`src/rtl/if_fetch_stage_pkg.sv`:
```
// Shared fetch-stage definitions: FSM state encoding, reset/bubble defaults,
// the skid entry layout and the PC increment helper.
package if_fetch_stage_pkg;

   localparam logic [31:0] DEFAULT_RESET_PC  = 32'h0000_0000;
   localparam logic [31:0] DEFAULT_NOP_INSTR = 32'h0000_0013;

   typedef enum logic [1:0] {
      FS_REQ  = 2'd0,
      FS_WAIT = 2'd1,
      FS_DROP = 2'd2
   } fetch_state_e;

   typedef struct packed {
      logic [31:0] instr;
      logic [31:0] pc;
   } fetch_entry_t;

   function automatic logic [31:0] pc_inc(input logic [31:0] pc);
      return pc + 32'd4;
   endfunction

endpackage

```
`src/rtl/if_fetch_stage_if.sv`:
```
// Instruction-memory request/response bus, named from the fetch stage's side.
interface if_fetch_stage_if;

   logic        imem_req_o;
   logic [31:0] imem_addr_o;
   logic        imem_gnt_i;
   logic        imem_rvalid_i;
   logic [31:0] imem_rdata_i;

   modport master (
      output imem_req_o,
      output imem_addr_o,
      input  imem_gnt_i,
      input  imem_rvalid_i,
      input  imem_rdata_i
   );

   modport slave (
      input  imem_req_o,
      input  imem_addr_o,
      output imem_gnt_i,
      output imem_rvalid_i,
      output imem_rdata_i
   );

endinterface

```
`src/rtl/if_fetch_stage_skid_buffer.sv`:
```
// One-entry holding register for a fetch response that lands while IF/ID is stalled.
module if_skid_buffer
   import if_fetch_stage_pkg::*;
(
   input  logic         clk_i,
   input  logic         rst_i,
   input  logic         clear_i,
   input  logic         push_i,
   input  logic         pop_i,
   input  fetch_entry_t entry_i,
   output logic         full_o,
   output fetch_entry_t entry_o
);

   logic         full_q;
   logic         full_d;
   fetch_entry_t entry_q;
   fetch_entry_t entry_d;

   always_comb begin
      full_d  = full_q;
      entry_d = entry_q;
      if (clear_i) begin
         full_d = 1'b0;
      end else if (push_i) begin
         full_d  = 1'b1;
         entry_d = entry_i;
      end else if (pop_i) begin
         full_d = 1'b0;
      end else begin
         full_d = full_q;
      end
   end

   always_ff @(posedge clk_i) begin
      if (rst_i) begin
         full_q  <= 1'b0;
         entry_q <= fetch_entry_t'(64'h0);
      end else begin
         full_q  <= full_d;
         entry_q <= entry_d;
      end
   end

   assign full_o  = full_q;
   assign entry_o = entry_q;

endmodule

```
`src/rtl/if_fetch_stage.sv`:
```
// Instruction fetch stage: single-outstanding imem requester feeding the IF/ID register.
// Hazard inputs freeze the PC / hold IF/ID; a taken branch in ID flushes and redirects.
module if_fetch_stage
   import if_fetch_stage_pkg::*;
#(
   parameter logic [31:0] RESET_PC  = DEFAULT_RESET_PC,
   parameter logic [31:0] NOP_INSTR = DEFAULT_NOP_INSTR
) (
   input  logic             clk_i,
   input  logic             rst_i,
   input  logic             PCWrite_i,
   input  logic             Stall_i,
   input  logic             Flush_i,
   input  logic [31:0]      BranchTarget_i,
   if_fetch_stage_if.master imem,
   output logic [31:0]      IF_ID_PC_o,
   output logic [31:0]      IF_ID_Instr_o,
   output logic             IF_ID_Valid_o
);

   fetch_state_e state_q;
   fetch_state_e state_d;
   logic [31:0]  pc_q;
   logic [31:0]  pc_d;
   logic [31:0]  req_pc_q;
   logic [31:0]  req_pc_d;
   logic [31:0]  if_pc_q;
   logic [31:0]  if_pc_d;
   logic [31:0]  if_instr_q;
   logic [31:0]  if_instr_d;
   logic         if_valid_q;
   logic         if_valid_d;

   logic         req_s;
   logic         fire_s;
   logic         resp_s;
   logic         skid_full_s;
   logic         skid_push_s;
   logic         skid_pop_s;
   fetch_entry_t skid_in_s;
   fetch_entry_t skid_out_s;

   // A full skid buffer means IF/ID is backed up, so no new fetch is started.
   assign req_s       = ~rst_i & (state_q == FS_REQ) & PCWrite_i & ~skid_full_s;
   assign fire_s      = req_s & imem.imem_gnt_i;
   assign resp_s      = (state_q == FS_WAIT) & imem.imem_rvalid_i & ~Flush_i;
   assign skid_push_s = resp_s & Stall_i;
   assign skid_pop_s  = skid_full_s & ~Stall_i & ~Flush_i;

   assign skid_in_s.instr = imem.imem_rdata_i;
   assign skid_in_s.pc    = req_pc_q;

   assign imem.imem_req_o  = req_s;
   assign imem.imem_addr_o = pc_q;

   if_skid_buffer u_skid (
      .clk_i   (clk_i),
      .rst_i   (rst_i),
      .clear_i (Flush_i),
      .push_i  (skid_push_s),
      .pop_i   (skid_pop_s),
      .entry_i (skid_in_s),
      .full_o  (skid_full_s),
      .entry_o (skid_out_s)
   );

   // A flush during an in-flight fetch parks in DROP until the stale response drains.
   always_comb begin
      state_d = state_q;
      case (state_q)
         FS_REQ: begin
            if (fire_s) begin
               state_d = Flush_i ? FS_DROP : FS_WAIT;
            end else begin
               state_d = FS_REQ;
            end
         end
         FS_WAIT: begin
            if (imem.imem_rvalid_i) begin
               state_d = FS_REQ;
            end else if (Flush_i) begin
               state_d = FS_DROP;
            end else begin
               state_d = FS_WAIT;
            end
         end
         FS_DROP: begin
            if (imem.imem_rvalid_i) begin
               state_d = FS_REQ;
            end else begin
               state_d = FS_DROP;
            end
         end
         default: state_d = FS_REQ;
      endcase
   end

   always_comb begin
      pc_d     = pc_q;
      req_pc_d = req_pc_q;
      if (Flush_i) begin
         pc_d = BranchTarget_i;
      end else if (fire_s) begin
         pc_d = pc_inc(pc_q);
      end else begin
         pc_d = pc_q;
      end
      if (fire_s) begin
         req_pc_d = pc_q;
      end else begin
         req_pc_d = req_pc_q;
      end
   end

   // The skid entry is older than any live response, so it drains first.
   always_comb begin
      if_pc_d    = if_pc_q;
      if_instr_d = if_instr_q;
      if_valid_d = if_valid_q;
      if (Flush_i) begin
         if_instr_d = NOP_INSTR;
         if_valid_d = 1'b0;
      end else if (Stall_i) begin
         if_valid_d = if_valid_q;
      end else if (skid_full_s) begin
         if_pc_d    = skid_out_s.pc;
         if_instr_d = skid_out_s.instr;
         if_valid_d = 1'b1;
      end else if (resp_s) begin
         if_pc_d    = req_pc_q;
         if_instr_d = imem.imem_rdata_i;
         if_valid_d = 1'b1;
      end else begin
         if_instr_d = NOP_INSTR;
         if_valid_d = 1'b0;
      end
   end

   always_ff @(posedge clk_i) begin
      if (rst_i) begin
         state_q    <= FS_REQ;
         pc_q       <= RESET_PC;
         req_pc_q   <= RESET_PC;
         if_pc_q    <= 32'h0000_0000;
         if_instr_q <= NOP_INSTR;
         if_valid_q <= 1'b0;
      end else begin
         state_q    <= state_d;
         pc_q       <= pc_d;
         req_pc_q   <= req_pc_d;
         if_pc_q    <= if_pc_d;
         if_instr_q <= if_instr_d;
         if_valid_q <= if_valid_d;
      end
   end

   assign IF_ID_PC_o    = if_pc_q;
   assign IF_ID_Instr_o = if_instr_q;
   assign IF_ID_Valid_o = if_valid_q;

endmodule

```
`src/flat_wrapper.sv`:
```
// flat-port wrapper written by rule: the top's interface ports become plain ports
module if_fetch_stage_flat import if_fetch_stage_pkg::*;
#(
   parameter logic [31:0] RESET_PC  = DEFAULT_RESET_PC,
   parameter logic [31:0] NOP_INSTR = DEFAULT_NOP_INSTR
)
  (clk_i, rst_i, PCWrite_i, Stall_i, Flush_i, BranchTarget_i, IF_ID_PC_o, IF_ID_Instr_o, IF_ID_Valid_o, imem_imem_req_o, imem_imem_addr_o, imem_imem_gnt_i, imem_imem_rvalid_i, imem_imem_rdata_i);
  if_fetch_stage_if imem_i ();
  input  logic clk_i;
  input  logic rst_i;
  input  logic PCWrite_i;
  input  logic Stall_i;
  input  logic Flush_i;
  input  logic [31:0] BranchTarget_i;
  output logic [31:0] IF_ID_PC_o;
  output logic [31:0] IF_ID_Instr_o;
  output logic IF_ID_Valid_o;
  output wire logic [$bits(imem_i.imem_req_o)-1:0] imem_imem_req_o;
  output wire logic [$bits(imem_i.imem_addr_o)-1:0] imem_imem_addr_o;
  input wire logic [$bits(imem_i.imem_gnt_i)-1:0] imem_imem_gnt_i;
  input wire logic [$bits(imem_i.imem_rvalid_i)-1:0] imem_imem_rvalid_i;
  input wire logic [$bits(imem_i.imem_rdata_i)-1:0] imem_imem_rdata_i;
  assign imem_imem_req_o = imem_i.imem_req_o;
  assign imem_imem_addr_o = imem_i.imem_addr_o;
  assign imem_i.imem_gnt_i = imem_imem_gnt_i;
  assign imem_i.imem_rvalid_i = imem_imem_rvalid_i;
  assign imem_i.imem_rdata_i = imem_imem_rdata_i;
  if_fetch_stage #(.RESET_PC(RESET_PC), .NOP_INSTR(NOP_INSTR)) u_core (.clk_i(clk_i), .rst_i(rst_i), .PCWrite_i(PCWrite_i), .Stall_i(Stall_i), .Flush_i(Flush_i), .BranchTarget_i(BranchTarget_i), .imem(imem_i), .IF_ID_PC_o(IF_ID_PC_o), .IF_ID_Instr_o(IF_ID_Instr_o), .IF_ID_Valid_o(IF_ID_Valid_o));
endmodule
```
`config.mk`:
```
export PLATFORM = sky130hd
export DESIGN_NAME = if_fetch_stage_flat
export DESIGN_NICKNAME = d
export VERILOG_FILES = /design/src/rtl/if_fetch_stage_pkg.sv /design/src/rtl/if_fetch_stage_if.sv /design/src/rtl/if_fetch_stage_skid_buffer.sv /design/src/rtl/if_fetch_stage.sv /design/src/flat_wrapper.sv
export SDC_FILE = /design/constraint.sdc
export NUM_CORES = 1
export LEC_CHECK = 0
export CAP_MARGIN = 20
export CORE_MARGIN = 3
export CORE_UTILIZATION = 42
export DETAILED_ROUTE_END_ITERATION = 8
export PLACE_DENSITY = 0.68
export SLEW_MARGIN = 20
export SYNTH_ARGS = -nofsm -noshare
export SYNTH_HDL_FRONTEND = slang
export SYNTH_SLANG_ARGS = --single-unit
```
`constraint.sdc`:
```
create_clock -name clk_i -period 2.5 [get_ports clk_i]
set_clock_uncertainty 0.2 [all_clocks]
set_input_delay 0.375 -clock clk_i [delete_from_list [all_inputs] [get_ports clk_i]]
set_output_delay 0.375 -clock clk_i [all_outputs]
set_load 0.03 [all_outputs]
```
**Yosys cells after proc, flatten, opt, wreduce, memory -nomap -nowiden**

Cells that the tools add are included.
Widths: inputs -> output; s select.

- $add $sub $neg: 1
- Eq/ne operators: 2
- Multiplexer cells: 15
- Bitwise gates (word level): 13
- Reduce and logical (&&, ||, !) cells: 7

Operators by type and width:

| cell | number |
|---|---|
| $mux 32 | 6 |
| $add 32x3->32 const B | 1 |
| $and 1x1->1 | 9 |
| $mux 2 | 4 |
| $pmux 2 s3 | 1 |
| $reduce_bool 2->1 | 3 |
| $mux 1 | 4 |
| $not 1->1 | 4 |
| $reduce_and 3->1 | 1 |
| $eq 2x1->1 const B | 1 |
| $eq 2x2->1 const B | 1 |
| $logic_not 2->1 | 1 |
| $reduce_and 2->1 | 1 |
| $reduce_or 2->1 | 1 |

- Register bits: 196
- Input bits: 71
- Output and inout port bits: 98

**Depth between registers and ports, before layout**

- Depth after elaboration: 7
- Mapped depth: 8
- Gate-level depth less buffers: 6

**Hierarchy**

Synthesis repeated with hierarchy kept, for this count alone.

- Cell total of the unflattened synthesis: 1001
- Area total of the unflattened synthesis: 9242.6 um2

Modules (own cells, without submodules):

| module | instances | cells an instance | area an instance (um2) | sequential area each (um2) |
|---|---|---|---|---|
| if_fetch_stage | 1 | 705 | 5974.5 | 2622.5 |
| if_skid_buffer | 1 | 296 | 3268.1 | 1301.2 |

**Worst setup path before layout**

No wires, ideal clock.

- Kind: register -> register
- Start: register u_core.pc_q[4] (netlist: u_core.imem.imem_addr_o[4])
- End: register u_core.pc_q[26] (netlist: u_core.imem.imem_addr_o[26])
- Data arrival time: 2.142 ns
- Path slack: 0.067 ns
- Stages on the path, launching flop included: 6
- Path buffers: 0
- Clock period less this slack: 2.433 ns
- Cell sequence: dfxtp_1 and4_4 nand4_4 or4_4 or3_1 a311oi_1

- Cells in the longest elaborated chain, start to end: 3

Ends and longest elaborated chain:

| what | line | RTL |
|---|---|---|
| start: declaration | if_fetch_stage.sv:23 | `logic [31:0] pc_q;` |
| start signal: assignment | if_fetch_stage.sv:149 | `pc_q <= pc_d;` |
| $add 32x3->32 | if_fetch_stage_pkg.sv:20 | `return pc + 32'd4;` |
| $mux 32 | if_fetch_stage.sv:103 | `end else if (fire_s) begin` |
| $mux 32 | if_fetch_stage.sv:101 | `if (Flush_i) begin` |

No other way between the ends. The select of a mux whose other input is x is not followed.
A chain may end at the register's enable or synchronous reset.

**Worst setup path in the final report**

- Start: register u_core.pc_q[10] (netlist: u_core.imem.imem_addr_o[10])
- End: register u_core.pc_q[30] (netlist: u_core.imem.imem_addr_o[30])

The elaborated chain is that of the path after synthesis.

==> results.ini <==
[clock_tree]
clock_sinks = 196
clockBufferDepth = 2
hold_buffers = 0
cts_root_buffer = clkbuf_16
clock_latency_ns = 0.43
cts_buffers = 17
cts_setup_buffers = 0
htree_levels = 4
cts_resized = 0
path_clk_slew_ns = 0.07
cts_tree = built

[setup_path]
cp-end-kind = flop
cp_slowest_cell = or4_4
cpPeakStageDelay_ns = 0.58
crit_path_start = u_core.imem.imem_addr_o[10]
r2r_slack_ns = 0.20
cp-start-kind = flop
crit_buf_inv = 0
crit_cells = 5
worstPathRequired_ns = 2.64
worst_r2r_endpoint = u_core.imem.imem_addr_o[30]
r2r_cells = 5
reg2reg_from = u_core.imem.imem_addr_o[10]
crit_chain = and4_1 > nand4_4 > or4_4 > or3_1 > a311oi_1
crit_family = simple AND/OR/NAND/NOR gates
crit_end = u_core.imem.imem_addr_o[30]
cp.arrival_ns = 2.44
crit_type = reg2reg
cp_max_fo = 8

[floorplan]
core_um2 = 18100
die_y_um = 143
io_pins = 169
dieArea_um2 = 20300
start_util_pct = 43.1
num_rows = 49
die_w_um = 143

[sta]
tightest_slew_ns = 0.910
slew_viol_final = 0
fmax_mhz = 434
rsz0062_at_grt = no
setup_viol = 0
finalCritPeriodShare_pct = 92.1
fin_crit_ns = 2.30
finalHoldViolCount = 0
maxSlewHeadroom_pct = 39.4

[layout]
final_net_count = 1174
drive_gt1_share_pct = 8.52
syn2layout_area_growth_pct = 35.7
fillers = 1630
post-route-util_pct = 58.5

[logic_synthesis]
synthArstFlopShare_pct = 0
synth_top_area_cell = dfxtp_1
ys.flop_type = dfxtp_1
avgSynthCellArea_um2 = 8.41
synth.area.top_cells = dfxtp_1 (50%), nand2_1 (12%), mux2i_1 (8.2%)
netlist_area_um2 = 7830
synthTopCellsByCount = nand2_1 (243), dfxtp_1 (196), a21oi_1 (104), mux2i_1 (64), nor2_1 (63)
yosysTopAreaCellShare_pct = 50.1
seq_area_frac_synth_pct = 50.1
synth_edf_count = 0
yosysWarnings = 0
yosysMostFrequentCell = nand2_1
synthCells = 931
synth_seq_cells = 196
yosys.cell_types.count = 37
synth.net_count = 1003

[worst_hold_path]
hp-class = reg2reg

[route]
postRouteAntennaNets = 0
num_vias = 6966
vias_per_cell = 5.18
post_drt_wl_per_cell_um = 15.8
drc = 0
routed_wl_um = 21300
drt_iter0_drc = 428
first_pass_iters = 4

[grt]
antenna_found_initial = 2
grt_pass1_wl_um = 34100
grt_max_degree = 85
grt_usage_pct = 21.0
grt_pass1_vias = 6501
overflow = 0

[pwr]
ir_worst_vdd_v = 0.000462
p_leak_uw = 0.00348
power_uw = 6610
p_per_area_nw_per_um2 = 622

[place]
gpl.final_weighted_congestion = 0.812
dp_hpwl_um = 14300
portBuffers = 168

[flow_run]
maxCapViolations = 0

[outcome]
status = completed

-- state kept, by name (all words and copies together) (netlist names) --
| name | count |
|---|---|
| u_core.u_skid.entry_o | 64 |
| u_core.IF_ID_Instr_o | 32 |
| u_core.IF_ID_PC_o | 32 |
| u_core.imem.imem_addr_o | 32 |
| u_core.req_pc_q | 32 |
| u_core.state_q | 2 |
| u_core.IF_ID_Valid_o | 1 |
| u_core.u_skid.full_o | 1 |
-- report_power, final --
group,switching (uW),internal (uW),total [uW]
Clock,1190,1640,2830
Combinational,303,269,572
Sequential,41.4,3170,3210
-- worst register-to-register path, stage by stage (launching register included) --
cell and delay [ns]:
dfxtp_1 0.46, and4_1 0.28, nand4_4 0.11, or4_4 0.58, or3_1 0.33, a311oi_1 0.25
-- cell families (layout without fill, tap and decap cells) --
logic type	after synthesis	in the layout	share of synthesized area [%]
buf+inv	78	262	3.74
flops	196	196	50.1
compound gates	203	203	15.1
other cells	0	1	0
simple gates	362	362	19.6
xor+xnor	24	24	2.68
mux	67	67	8.61
fa+ha+maj	1	1	0.160
-- placed cells by master, fill, tap and decap left out, types with 8 or more instances in the layout --
| master | count |
|---|---|
| a21oi_1 | 104 |
| clkdlybuf4s50_1 | 166 |
| a211oi_1 | 48 |
| nor2_1 | 63 |
| buf_4 | 47 |
| nor3_1 | 9 |
| inv_1 | 10 |
| nand3_1 | 8 |
| clkbuf_16 | 17 |
| dfxtp_1 | 195 |
| o21ai_0 | 35 |
| xnor2_1 | 19 |
| nor4_1 | 8 |
| nand2_1 | 242 |
| mux2i_1 | 64 |
-- final cells by class --
class	count	area, um^2	share of cell area (%)
flip-flops and latches	196	3930	37.0
multi-input cells	657	3620	34.1
repair buffers	219	2130	20.1
clock buffers	21	460	4.34
well taps	229	287	2.70
clock inverters	11	148	1.39
inverters	11	41.3	0.389
diodes	1	2.50	0.0236
-- stage by stage --
stage	hold slack, ns	instances	setup WS, ns	cell area, um^2	TNS (ns)
6_report	0.253	1345	0.198	10600	0
5_1_grt	0.272	1345	0.106	10600	0
4_1_cts	0.252	1344	0.205	10600	0
3_5_place_dp	0.238	1312	-0.156	10000	-0.463
3_3_place_gp	0.236	1312	-0.153	10000	-0.457
2_1_floorplan	0.233	931	0.0666	7830	0
-- worst min path at each step --
stage / start / end / cells past startpoint
after floorplan: u_core.u_skid.entry_o[32] / u_core.u_skid.entry_o[32] / 2
final: u_core.IF_ID_Valid_o / u_core.IF_ID_Valid_o / 2
after detailed placement: u_core.IF_ID_Valid_o / u_core.IF_ID_Valid_o / 2
after global routing: u_core.u_skid.entry_o[1] / u_core.u_skid.entry_o[1] / 2
after global placement: u_core.IF_ID_Instr_o[9] / u_core.IF_ID_Instr_o[9] / 2
after CTS: u_core.IF_ID_Valid_o / u_core.IF_ID_Valid_o / 2
-- per-layer routing --
| metal | share of wire [%] | GRT usage [%] |
|---|---|---|
| met5 | 0.042 | 0 |
| met4 | 1.4 | 6.00 |
| met3 | 4.8 | 4.97 |
| met2 | 47 | 32.6 |
| met1 | 47 | 29.2 |
Note: power is estimated with default switching activity, not from simulation.
